===== src/rtl/cla_alu_pipe.sv =====
// cla_alu_pipe: two-stage pipelined carry-lookahead add/sub unit with status flags and carry chaining.
// Latency: an accepted beat is presented on out_valid two cycles later; sustained throughput one op/cycle.
// Backpressure: skid-free valid/ready; in_ready = !s1_valid | !out_valid | out_ready (no path from in_valid).
//
// Ports:
//   clk, rst_n             rising-edge clock, asynchronous active-low reset
//   in_valid/in_ready      operand beat handshake; op (00 ADD, 01 SUB, 10 ADC, 11 SBC), x, y
//   out_valid/out_ready    result beat handshake; z plus sign, zero, carry, parity, overflow flags
module cla_alu_pipe #(
  parameter int WIDTH = 16,
  parameter int BLOCK = 4
) (
  input  logic             clk,
  input  logic             rst_n,
  input  logic             in_valid,
  output logic             in_ready,
  input  logic [1:0]       op,
  input  logic [WIDTH-1:0] x,
  input  logic [WIDTH-1:0] y,
  output logic             out_valid,
  input  logic             out_ready,
  output logic [WIDTH-1:0] z,
  output logic             sign,
  output logic             zero,
  output logic             carry,
  output logic             parity,
  output logic             overflow
);

  localparam int NGRP = WIDTH / BLOCK;

  generate
    if (WIDTH % BLOCK != 0) begin : g_cfg_error
      $error("cla_alu_pipe: WIDTH (%0d) must be a multiple of BLOCK (%0d)", WIDTH, BLOCK);
    end
  endgenerate

  // Stage 1 state
  logic             s1_valid;
  logic [1:0]       s1_op;
  logic [WIDTH-1:0] s1_x;
  logic [WIDTH-1:0] s1_ye;

  // Carry flag used by ADC/SBC
  logic             cf;

  // Handshake
  logic s2_adv;
  logic s1_adv;

  assign s2_adv   = !out_valid | out_ready;
  assign s1_adv   = !s1_valid | s2_adv;
  assign in_ready = s1_adv;

  // Stage 1: op[0] marks a subtract, so the operand is inverted here and the
  // +1 comes in as the carry-in in stage 2.
  always_ff @(posedge clk or negedge rst_n) begin
    if (!rst_n) begin
      s1_valid <= 1'b0;
      s1_op    <= 2'b00;
      s1_x     <= '0;
      s1_ye    <= '0;
    end else if (s1_adv) begin
      s1_valid <= in_valid;
      if (in_valid) begin
        s1_op <= op;
        s1_x  <= x;
        s1_ye <= op[0] ? ~y : y;
      end
    end
  end

  // Carry-lookahead evaluation of x + ye + cin
  logic             cin_sel;
  logic [WIDTH-1:0] pv;
  logic [WIDTH-1:0] gv;
  logic [WIDTH:0]   cv;
  logic [WIDTH-1:0] sum;
  logic             term;
  logic             gterm;
  logic             ovf_next;

  always_comb begin
    // ADD: 0, SUB: 1, ADC/SBC: carry flag
    cin_sel = s1_op[1] ? cf : s1_op[0];
    pv      = s1_x ^ s1_ye;
    gv      = s1_x & s1_ye;
    cv      = '0;
    term    = 1'b0;
    gterm   = 1'b0;
    cv[0]   = cin_sel;
    for (int grp = 0; grp < NGRP; grp++) begin
      // Every carry inside a group is a flat sum-of-products of that group's
      // p/g and its carry-in; only the group carry-out ripples onwards.
      for (int j = 1; j <= BLOCK; j++) begin
        term = cv[grp*BLOCK];
        for (int k = 0; k < j; k++) begin
          term = term & pv[grp*BLOCK+k];
        end
        for (int i = 0; i < j; i++) begin
          gterm = gv[grp*BLOCK+i];
          for (int k = i + 1; k < j; k++) begin
            gterm = gterm & pv[grp*BLOCK+k];
          end
          term = term | gterm;
        end
        cv[grp*BLOCK+j] = term;
      end
    end
    sum      = pv ^ cv[WIDTH-1:0];
    ovf_next = (s1_x[WIDTH-1] == s1_ye[WIDTH-1]) & (sum[WIDTH-1] != s1_x[WIDTH-1]);
  end

  // Stage 2: result and flag registers; everything holds while stalled or empty.
  always_ff @(posedge clk or negedge rst_n) begin
    if (!rst_n) begin
      out_valid <= 1'b0;
      z         <= '0;
      sign      <= 1'b0;
      zero      <= 1'b0;
      carry     <= 1'b0;
      parity    <= 1'b0;
      overflow  <= 1'b0;
      cf        <= 1'b0;
    end else if (s2_adv) begin
      out_valid <= s1_valid;
      if (s1_valid) begin
        z        <= sum;
        sign     <= sum[WIDTH-1];
        zero     <= (sum == '0);
        carry    <= cv[WIDTH];
        parity   <= ~(^sum);
        overflow <= ovf_next;
        // Updated in issue order so a back-to-back ADC/SBC sees this carry.
        cf       <= cv[WIDTH];
      end
    end
  end

endmodule


===== config.mk =====
export PLATFORM = sky130hd
export DESIGN_NAME = cla_alu_pipe
export DESIGN_NICKNAME = d
export VERILOG_FILES = /design/src/rtl/cla_alu_pipe.sv
export SDC_FILE = /design/constraint.sdc
export NUM_CORES = 1
export LEC_CHECK = 0
export ABC_AREA = 0
export BUFFER_PORTS_ARGS = -buffer_cell sky130_fd_sc_hd__buf_2
export CAP_MARGIN = 20
export CORE_ASPECT_RATIO = 0.8
export CORE_MARGIN = 5
export CORE_UTILIZATION = 45
export CTS_CLUSTER_DIAMETER = 50
export DETAILED_ROUTE_END_ITERATION = 10
export GPL_ROUTABILITY_DRIVEN = 0
export PLACE_DENSITY = 0.81
export SLEW_MARGIN = 40
export SYNTH_ARGS = -nofsm -noshare
export SYNTH_HDL_FRONTEND = slang
export SYNTH_SLANG_ARGS = --single-unit

===== constraint.sdc =====
create_clock -name clk -period 5.15 [get_ports clk]
set_input_delay 0 -clock clk [delete_from_list [all_inputs] [get_ports clk]]
set_output_delay 0 -clock clk [all_outputs]
set_load 0.02 [all_outputs]

==> impl_metrics.csv, run 1 <==
group,metric,value,unit
status,status,"completed",
die,start_util,46.3,%
flow_run,cap_violations,0,
power,power_leakage,0.00183,µW
placed_design,hpwl,4510,µm
clock_network,clkLatencyLatePin,0.31,ns
sta,slew-limit-headroom,54.0,%
routing,avgViaCountPerCell,4.76,
min_path,hp-class,"input pin to register",
synthesis,netlist_instances,263,
placed_design,dp_slack,0.0659,ns
synthesis,synth_edf_count,0,
cells_and_area,layout_common_cells,"buf_2, dfrtp_1, dlygate4sd3_1, nand2_1, o21ai_1",
die,die_h,82.6,µm
sta,period_share,98.7,%
min_path,min_path_cells,3,
worst_setup_path,crit_buf_inv,1,
clock_network,h-tree-depth,2,
cells_and_area,synthToLayoutAreaGrowth,30.5,%
synthesis,ys_types,32,
synthesis,synthFlopType,"dfrtp_1",
sta,max_freq,0.197,GHz
die,num_rows,26,
clock_network,root_buffer,"clkbuf_8",
worst_setup_path,cp.arrival,5.29,ns
worst_setup_path,crit_path_start_kind,"register",
synthesis,synth-seq-cells,56,
cells_and_area,stdcell_area,0.00387,mm²
worst_setup_path,crit_fanout,3,
cells_and_area,layout.nets,433,
global_routing,grt_use_total,15.3,%
worst_setup_path,critPathSlowestCell,"fa_1",
worst_setup_path,critPathTopFamily,"adder cells",
global_routing,grt_pass1_vias,2107,
routing,drt_first_pass_iters,4,
die,die_area,0.00833,mm²
worst_setup_path,cp_slowest_stage_delay,0.42,ns
clock_network,clk_path_buf_depth,2,
die,core,0.00641,mm²
routing,vias,2139,
cells_and_area,final_common_cell,"buf_2",
global_routing,grt_max_degree,57,
routing,wl_per_cell,13.6,µm
worst_setup_path,worstPathRequired,5.35,ns
routing,ant_nets,0,
placed_design,port_buffers,60,
routing,wirelength,6120,µm
sta,setup_violations,0,
worst_setup_path,crit_type,"register to register",
sta,whs,0.0395,ns
clock_network,clk_pin_slew,0.10,ns
routing,dr.first_iter.drc_count,80,
synthesis,synth_warnings,0,
clock_network,cts_tree,"built",
sta,rsz0062_at_grt,"true",
cells_and_area,drive_gt1_share,25.2,%
synthesis,synth.cell_area,0.00297,mm²
cells_and_area,n_antenna_cell,0,
sta,min_period,5.08,ns
die,die_w,101,µm
synthesis,avgSynthCellArea,11.3,µm²
worst_setup_path,end_kind,"register",
worst_setup_path,worstRegToRegCells,24,
global_routing,antenna_found_initial,0,
die,ios,61,
synthesis,synth_nets,332,
sta,slew_viol_final,0,
global_routing,grt_pass1_wl,9980,µm
clock_network,cts_buffers,5,
global_routing,grt-ovfl-total,0,
placed_design,place_area,0.00334,mm²
worst_setup_path,cp_cell_sequence,"ha_1 -> ha_2 -> o21a_1 -> o21a_1 -> nor2_2 -> o21bai_1 -> ha_2 -> o21a_1 -> o21a_1 -> o21ai_2 -> nand2b_1 -> ha_2 -> o21a_1 -> o21a_1 -> nor2_2 -> o21bai_1 -> inv_1 -> fa_1 -> ha_1 -> xor2_1 -> xnor2_1 -> xnor2_1 -> xnor3_1 -> mux2_2",
worst_setup_path,crit_top_cell,"o21a_1",
synthesis,ys_async_sr_fraction,100,%
power,max-vdd-ir-drop,0.000222,V
worst_setup_path,cp.depth,24,
synthesis,ys_seq_area_share,47.2,%
power,power_density,485,mW/mm²
sta,finalHoldViolCount,0,
clock_network,clock_sinks,56,
sta,worst_slew_pin_slew,0.691,ns
routing,drc,0,
sta,setup_ws,0.0678,ns
sta,finClkSkew,0.0138,ns
-- through the flow --
| stage | power, µW | TNS [ns] | cells | util, % |
|---|---|---|---|---|
| 2_1_floorplan | 1340 | 0 | 263 | - |
| 3_3_place_gp | 1520 | 0 | 398 | 52.1 |
| 3_5_place_dp | 1580 | 0 | 398 | 52.1 |
| 4_1_cts | 1850 | 0 | 441 | 59.1 |
| 5_1_grt | 2030 | -0.248 | 449 | 60.4 |
| 6_report | 1880 | 0 | 449 | 60.4 |
-- Yosys cell counts (4+ instances only) --
cell type | count | share of area, %
dfrtp_1 | 56 | 47
nand2_1 | 33 | 4.2
o21ai_1 | 30 | 5.1
ha_1 | 27 | 11
xnor2_1 | 24 | 7.1
mux2_1 | 19 | 7.2
inv_1 | 10 | 1.3
o21a_1 | 7 | 1.8
clkbuf_1 | 6 | 0.76
xor2_1 | 6 | 1.8
nor2_1 | 5 | 0.63
a21oi_1 | 4 | 0.67
buf_2 | 4 | 0.67
fa_1 | 4 | 2.7
nand2b_1 | 4 | 0.84
-- sequential cells by signal (all words and copies together), names as in the netlist --
register   count
overflow       1
parity         1
s1_op          2
s1_valid       1
z             16
zero           1
s1_ye         16
out_valid      1
s1_x          16
carry          1
-- timing repair --
item / in CTS / in global routing
gates resized for setup: 0 / 8
endpoints found under the setup margin: 0 / 1
setup buffers: 0 / 8
hold buffers: 35 / 0
hold endpoints to repair: 89 / 0
-- tightest hold or removal path: stages --
cell and delay (ns):
buf_2 0.08, nand2b_1 0.16, nand2b_1 0.07
-- kinds of logic after synthesis --
group	after synthesis	share of synthesized area, %
muxes	22	8.35
xor gates and xnor gates	32	10.2
adders and majority gates	31	14.1
AOI/OAI and AO/OA	46	8.94
buffers and inverters	21	2.95
and+or+nand+nor	55	8.31
DFF	56	47.2
-- cell type report --
class	count	area (µm²)
clock buffer	7	86.3
sequential	56	1400
timing repair buffer	105	726
clock inverter	1	7.51
fill	533	2540
tap	84	105
inverter	10	37.5
multi-input combinational	186	1510
-- metal layers --
layer	routed length, µm	global-route usage, %
met1	2960	22.2
met2	2740	23.3
met3	371	3.53
met4	56	3.63
met5	0	0
-- power breakdown --
group | total (µW) | internal, µW | switching, µW
Clock | 250 | 110 | 140
Combinational | 1000 | 488 | 517
Sequential | 623 | 554 | 69.4
Total | 1880 | 1150 | 727
-- worst paths after layout --
check,startpoint,endpoint,slack [ns]
max in group asynchronous,rst_n,s1_ye[6],4.35
min,out_ready,out_valid,0.04
min in group asynchronous,rst_n,s1_ye[8],0.33
max reg2reg,s1_ye[0],parity,0.07
max,s1_ye[0],parity,0.07
min reg2reg,z[11],z[11],0.49
Power figures use the tool's default switching activity.
==> run 2, diff against run 1 <==
- CORE_UTILIZATION: 45 -> 49
- PLACE_DENSITY: 0.81 -> 0.86
==> impl_metrics.csv, run 2 (same netlist as run 1, synthesis figures left out) <==
group,metric,value,unit
cells_and_area,layout.nets,429,
global_routing,antenna_found_initial,0,
global_routing,gr-usage-met1,23.0,%
power,p_sw,717,µW
placed_design,hpwl,4540,µm
sta,slew-limit-headroom,53.6,%
sta,finClkSkew,0.00742,ns
die,num_rows,25,
routing,avgViaCountPerCell,4.86,
worst_setup_path,crit_type,"register to register",
cells_and_area,stdcell_area,0.00386,mm²
clock_network,h-tree-depth,2,
worst_setup_path,timing.rr.start,"s1_x[0]",
routing,drt_first_pass_iters,4,
global_routing,grt_pass1_wl,10600,µm
worst_setup_path,critPathCapture,"parity",
die,die_h,79.6,µm
worst_setup_path,worstPathRequired,5.35,ns
die,die_area,0.00772,mm²
cells_and_area,synthToLayoutAreaGrowth,30.1,%
sta,rsz0062_at_grt,"true",
sta,whs,0.00730,ns
power,power_density,498,mW/mm²
routing,dr.first_iter.drc_count,59,
sta,worst_slew_pin_slew,0.695,ns
routing,wl_per_cell,14.2,µm
power,seqPwrFrac,32.5,%
cells_and_area,layout_common_cells,"buf_2, dfrtp_1, dlygate4sd3_1, nand2_1, o21ai_1",
power,p_sw_share,37.3,%
flow_run,cap_violations,0,
worst_setup_path,end_kind,"register",
clock_network,cts_buffers,5,
power,max-vdd-ir-drop,0.000265,V
power,power_leakage,0.00183,µW
clock_network,clkLatencyLatePin,0.31,ns
cells_and_area,top_regs,"s1_x x16, s1_ye x16, z x16",
power,power_frac_comb,51.3,%
sta,slew_viol_final,0,
power,p_int,1200,µW
routing,vias,2149,
worst_setup_path,crit_start,"s1_x[0]",
sta,setup_violations,0,
min_path,hp-class,"input pin to register",
cells_and_area,n_antenna_cell,0,
routing,drc,0,
clock_network,clk_path_buf_depth,2,
die,start_util,50.2,%
sta,period_share,96.7,%
worst_setup_path,worstRegToRegCells,24,
die,core,0.00591,mm²
global_routing,use_met3,4.28,%
global_routing,grt_use_total,17.2,%
placed_design,place_area,0.00334,mm²
power,p_clk_share,16.2,%
status,status,"completed",
sta,max_freq,0.201,GHz
die,die_w,97.0,µm
clock_network,clk_pin_slew,0.10,ns
cells_and_area,num-fill-cells,476,
global_routing,grt-ovfl-total,0,
placed_design,port_buffers,60,
clock_network,root_buffer,"clkbuf_8",
sta,finalHoldViolCount,0,
global_routing,busiest_layer,"met2",
worst_setup_path,cp.arrival,5.18,ns
routing,ant_nets,0,
routing,wirelength,6270,µm
global_routing,use_met2,28.2,%
worst_setup_path,ff2ff_setup_slack,0.17,ns
worst_setup_path,r2r-end,"parity",
clock_network,clock_sinks,56,
cells_and_area,drive_gt1_share,24.9,%
global_routing,grt_pass1_vias,2194,
sta,min_period,4.98,ns
worst_setup_path,crit_path_start_kind,"register",
clock_network,cts_tree,"built",
cells_and_area,final_common_cell,"buf_2",
worst_setup_path,crit_fanout,3,
die,ios,61,
global_routing,grt_max_degree,57,
## run 2: worst max-delay path, stage by stage, from the launching register on
cell	delay (ns)
dfrtp_1	0.41
ha_1	0.30
ha_2	0.18
o21a_1	0.17
o21a_1	0.18
nor2_2	0.15
o21bai_2	0.09
ha_2	0.17
o21a_1	0.17
o21a_1	0.20
o21ai_2	0.14
nand2b_1	0.11
ha_2	0.19
o21a_1	0.19
o21a_1	0.19
nor2_2	0.12
o21bai_1	0.09
inv_1	0.08
fa_1	0.41
ha_1	0.31
xor2_1	0.19
xnor2_1	0.15
xnor2_1	0.16
xnor3_1	0.23
mux2_2	0.26
## run 2: routing by layer
layer	part of all wire, %	routed length (µm)	up-vias
met4	1.1	67	0
met1	47	2970	1009
met2	47	2950	50
met5	0	0	-
li1	-	-	1082
met3	4.5	279	8
## run 2: worst min path at each step
stage,from,endpoint,slack (ns),depth (start not counted)
finish,out_ready,s1_valid,0.007,3
global route,out_ready,s1_valid,0.02,3
CTS,out_ready,s1_valid,0.007,3
detailed placement,rst_n,s1_ye[13],0.18,2
global placement,rst_n,s1_x[11],0.16,2
floorplan,rst_n,carry,-0.30,0
## run 2: final cells by class
class,instances,area (µm²),share of cell area (%)
multi-input cells,186,1500,38.9
repair buffers,101,693,18.0
clock inverters,1,30.0,0.778
clock buffers,7,96.3,2.50
inverters,10,37.5,0.972
well taps,81,101,2.62
flip-flops and latches,56,1400,36.3
## run 2: power groups by stage
stage          Clock, µW  Sequential (µW)  Combinational [µW]
6_report             312              624                 986
5_1_grt              335              640                1090
4_1_cts              318              626                 969
3_5_place_dp           0              636                 939
3_3_place_gp           0              627                 893
2_1_floorplan          0              706                 629
## run 2: through the flow
stage / utilization, % / setup WS (ns) / instances / TNS (ns) / total power, µW
2_1_floorplan: - / 0.334 / 263 / 0 / 1340
3_3_place_gp: 56.4 / 0.256 / 395 / 0 / 1520
3_5_place_dp: 56.4 / 0.0386 / 395 / 0 / 1570
6_report: 65.3 / 0.170 / 442 / 0 / 1920
5_1_grt: 65.3 / -0.109 / 442 / -0.109 / 2060
4_1_cts: 64.3 / 0.00254 / 437 / 0 / 1910
## run 2: timing repair
item	in CTS	in global routing
setup buffers	0	5
gates resized for setup	0	7
endpoints found under the hold margin	89	0
endpoints found under the setup margin	0	1
hold buffers	34	0
==> run 3, diff against run 2 <==
- SETUP_SLACK_MARGIN: default -> 0.2
==> impl_metrics.csv, run 3 (same netlist as run 1, synthesis figures left out) <==
group,metric,value,unit
die,start_util,50.2,%
clock_network,clkLatencyLatePin,0.31,ns
routing,drt_first_pass_iters,4,
worst_setup_path,critPathCapture,"parity",
clock_network,cts_tree,"built",
cells_and_area,final_common_cell,"buf_2",
sta,setup_violations,0,
cells_and_area,drive_gt1_share,25.5,%
global_routing,grt_pass1_vias,2247,
status,status,"completed",
clock_network,h-tree-depth,2,
die,die_w,97.0,µm
cells_and_area,synthToLayoutAreaGrowth,31.0,%
sta,slew-limit-headroom,53.4,%
clock_network,cts_buffers,5,
routing,drc,0,
worst_setup_path,critPathSlowestCell,"fa_1",
global_routing,grt_max_degree,57,
global_routing,grt_use_total,17.4,%
min_path,hp-class,"input pin to register",
worst_setup_path,crit_type,"register to register",
sta,slew_viol_final,0,
clock_network,clk_path_buf_depth,2,
die,die_area,0.00772,mm²
placed_design,hpwl,4540,µm
die,num_rows,25,
sta,period_share,97.1,%
cells_and_area,n_antenna_cell,0,
sta,rsz0062_at_grt,"true",
clock_network,clk_pin_slew,0.10,ns
cells_and_area,top_regs,"s1_x x16, s1_ye x16, z x16",
worst_setup_path,crit_path_start_kind,"register",
routing,dr.first_iter.drc_count,73,
global_routing,antenna_found_initial,0,
cells_and_area,utilization,65.8,%
routing,wl_per_cell,14.3,µm
worst_setup_path,ff2ff_setup_slack,0.15,ns
cells_and_area,fin_cells,445,
worst_setup_path,worstRegToRegCells,24,
clock_network,root_buffer,"clkbuf_8",
worst_setup_path,crit_top_cell,"o21a_1",
power,power_density,498,mW/mm²
sta,min_period,5.00,ns
clock_network,clock_sinks,56,
worst_setup_path,worstPathRequired,5.35,ns
global_routing,grt-ovfl-total,0,
sta,fin_tns_setup,0,ns
worst_setup_path,cp.arrival,5.20,ns
worst_setup_path,cp_cell_sequence,"mux2_4 -> ha_2 -> o21a_1 -> o21a_1 -> nor2_2 -> o21bai_2 -> ha_2 -> o21a_1 -> o21a_1 -> o21ai_2 -> nand2b_1 -> ha_2 -> o21a_1 -> o21a_1 -> nor2_2 -> o21bai_1 -> inv_1 -> fa_1 -> ha_1 -> xor2_1 -> xnor2_1 -> xnor2_1 -> xnor3_1 -> mux2_2",
global_routing,grt_pass1_wl,10800,µm
die,die_h,79.6,µm
worst_setup_path,timing.rr.start,"s1_op[1]",
die,ios,61,
sta,setup_ws,0.152,ns
sta,finClkSkew,0.00528,ns
worst_setup_path,cp_slowest_stage_delay,0.43,ns
worst_setup_path,r2r-end,"parity",
routing,ant_nets,0,
routing,vias,2164,
placed_design,dp_slack,0.0386,ns
worst_setup_path,crit_start,"s1_op[1]",
power,max-vdd-ir-drop,0.000266,V
placed_design,dp.cells,395,
flow_run,cap_violations,0,
worst_setup_path,end_kind,"register",
cells_and_area,layout.nets,432,
sta,finalHoldViolCount,0,
worst_setup_path,crit_fanout,3,
power,power_leakage,0.00185,µW
routing,wirelength,6360,µm
sta,max_freq,0.200,GHz
sta,whs,0.00566,ns
cells_and_area,num-fill-cells,473,
die,core,0.00591,mm²
placed_design,port_buffers,60,
cells_and_area,layout_common_cells,"buf_2, dfrtp_1, dlygate4sd3_1, nand2_1, o21ai_1",
routing,avgViaCountPerCell,4.86,
sta,worst_slew_pin_slew,0.699,ns
==> run 3: changes by cell type in the layout (fill, tap and decap cells not counted), sizes merged <==
cell	delta
buf	+3
==> run 3: cell type report <==
class                   count  area, µm²  share of cell area (%)
multi-input cells         186       1510                    38.7
repair buffers            104        716                    18.4
flip-flops and latches     56       1400                    36.0
inverters                  10       37.5                   0.966
clock inverters             1       30.0                   0.772
clock buffers               7       96.3                    2.48
well taps                  81        101                    2.61
==> run 3: per-stage QoR <==
step	cell area [µm²]	power [µW]
after floorplan	2970	1340
after global placement	3330	1520
after detailed placement	3340	1570
after CTS	3850	1930
after global routing	3890	2080
final	3890	1940
==> run 3: how the worst min path moves through the flow <==
stage | start | end | slack [ns] | depth (start not counted)
2_1_floorplan | rst_n | carry | -0.30 | 0
3_3_place_gp | rst_n | s1_x[11] | 0.16 | 2
3_5_place_dp | rst_n | s1_ye[13] | 0.18 | 2
4_1_cts | out_ready | s1_valid | 0.007 | 3
5_1_grt | out_ready | s1_valid | 0.02 | 3
6_report | out_ready | s1_valid | 0.006 | 3
==> run 3: repair_timing <==
item / in CTS / in global routing
hold buffers: 34 / 0
gates cloned: 0 / 0
setup endpoints to repair: 1 / 1
endpoints found under the hold margin: 89 / 0
resized for setup: 2 / 6
setup buffers: 5 / 3
pin swaps: 6 / 5
==> run 3: power breakdown <==
| group | leakage [µW] | internal, µW | switching, µW |
|---|---|---|---|
| logic | 0.00111 | 489 | 513 |
| registers | 0.000670 | 554 | 69.7 |
| clock network | 0.0000645 | 172 | 139 |
| total | 0.00185 | 1210 | 722 |
==> run 3: critical path: cells and delay by family (launching register included) <==
| family | cells | cell delay (ns) |
|---|---|---|
| mux | 2 | 0.58 |
| flops | 1 | 0.40 |
| fa+ha+maj | 5 | 1.25 |
| simple gates | 3 | 0.38 |
| compound gates | 9 | 1.44 |
| xor+xnor | 4 | 0.75 |
| buf+inv | 1 | 0.07 |
==> run 3: per-layer routing <==
layer	routed length, µm	vias to the layer above	track usage [%]
li1	-	1087	-
met1	2970	1015	22.9
met2	3010	54	29.3
met3	309	8	4.28
met4	67	0	4.21
met5	0	-	0
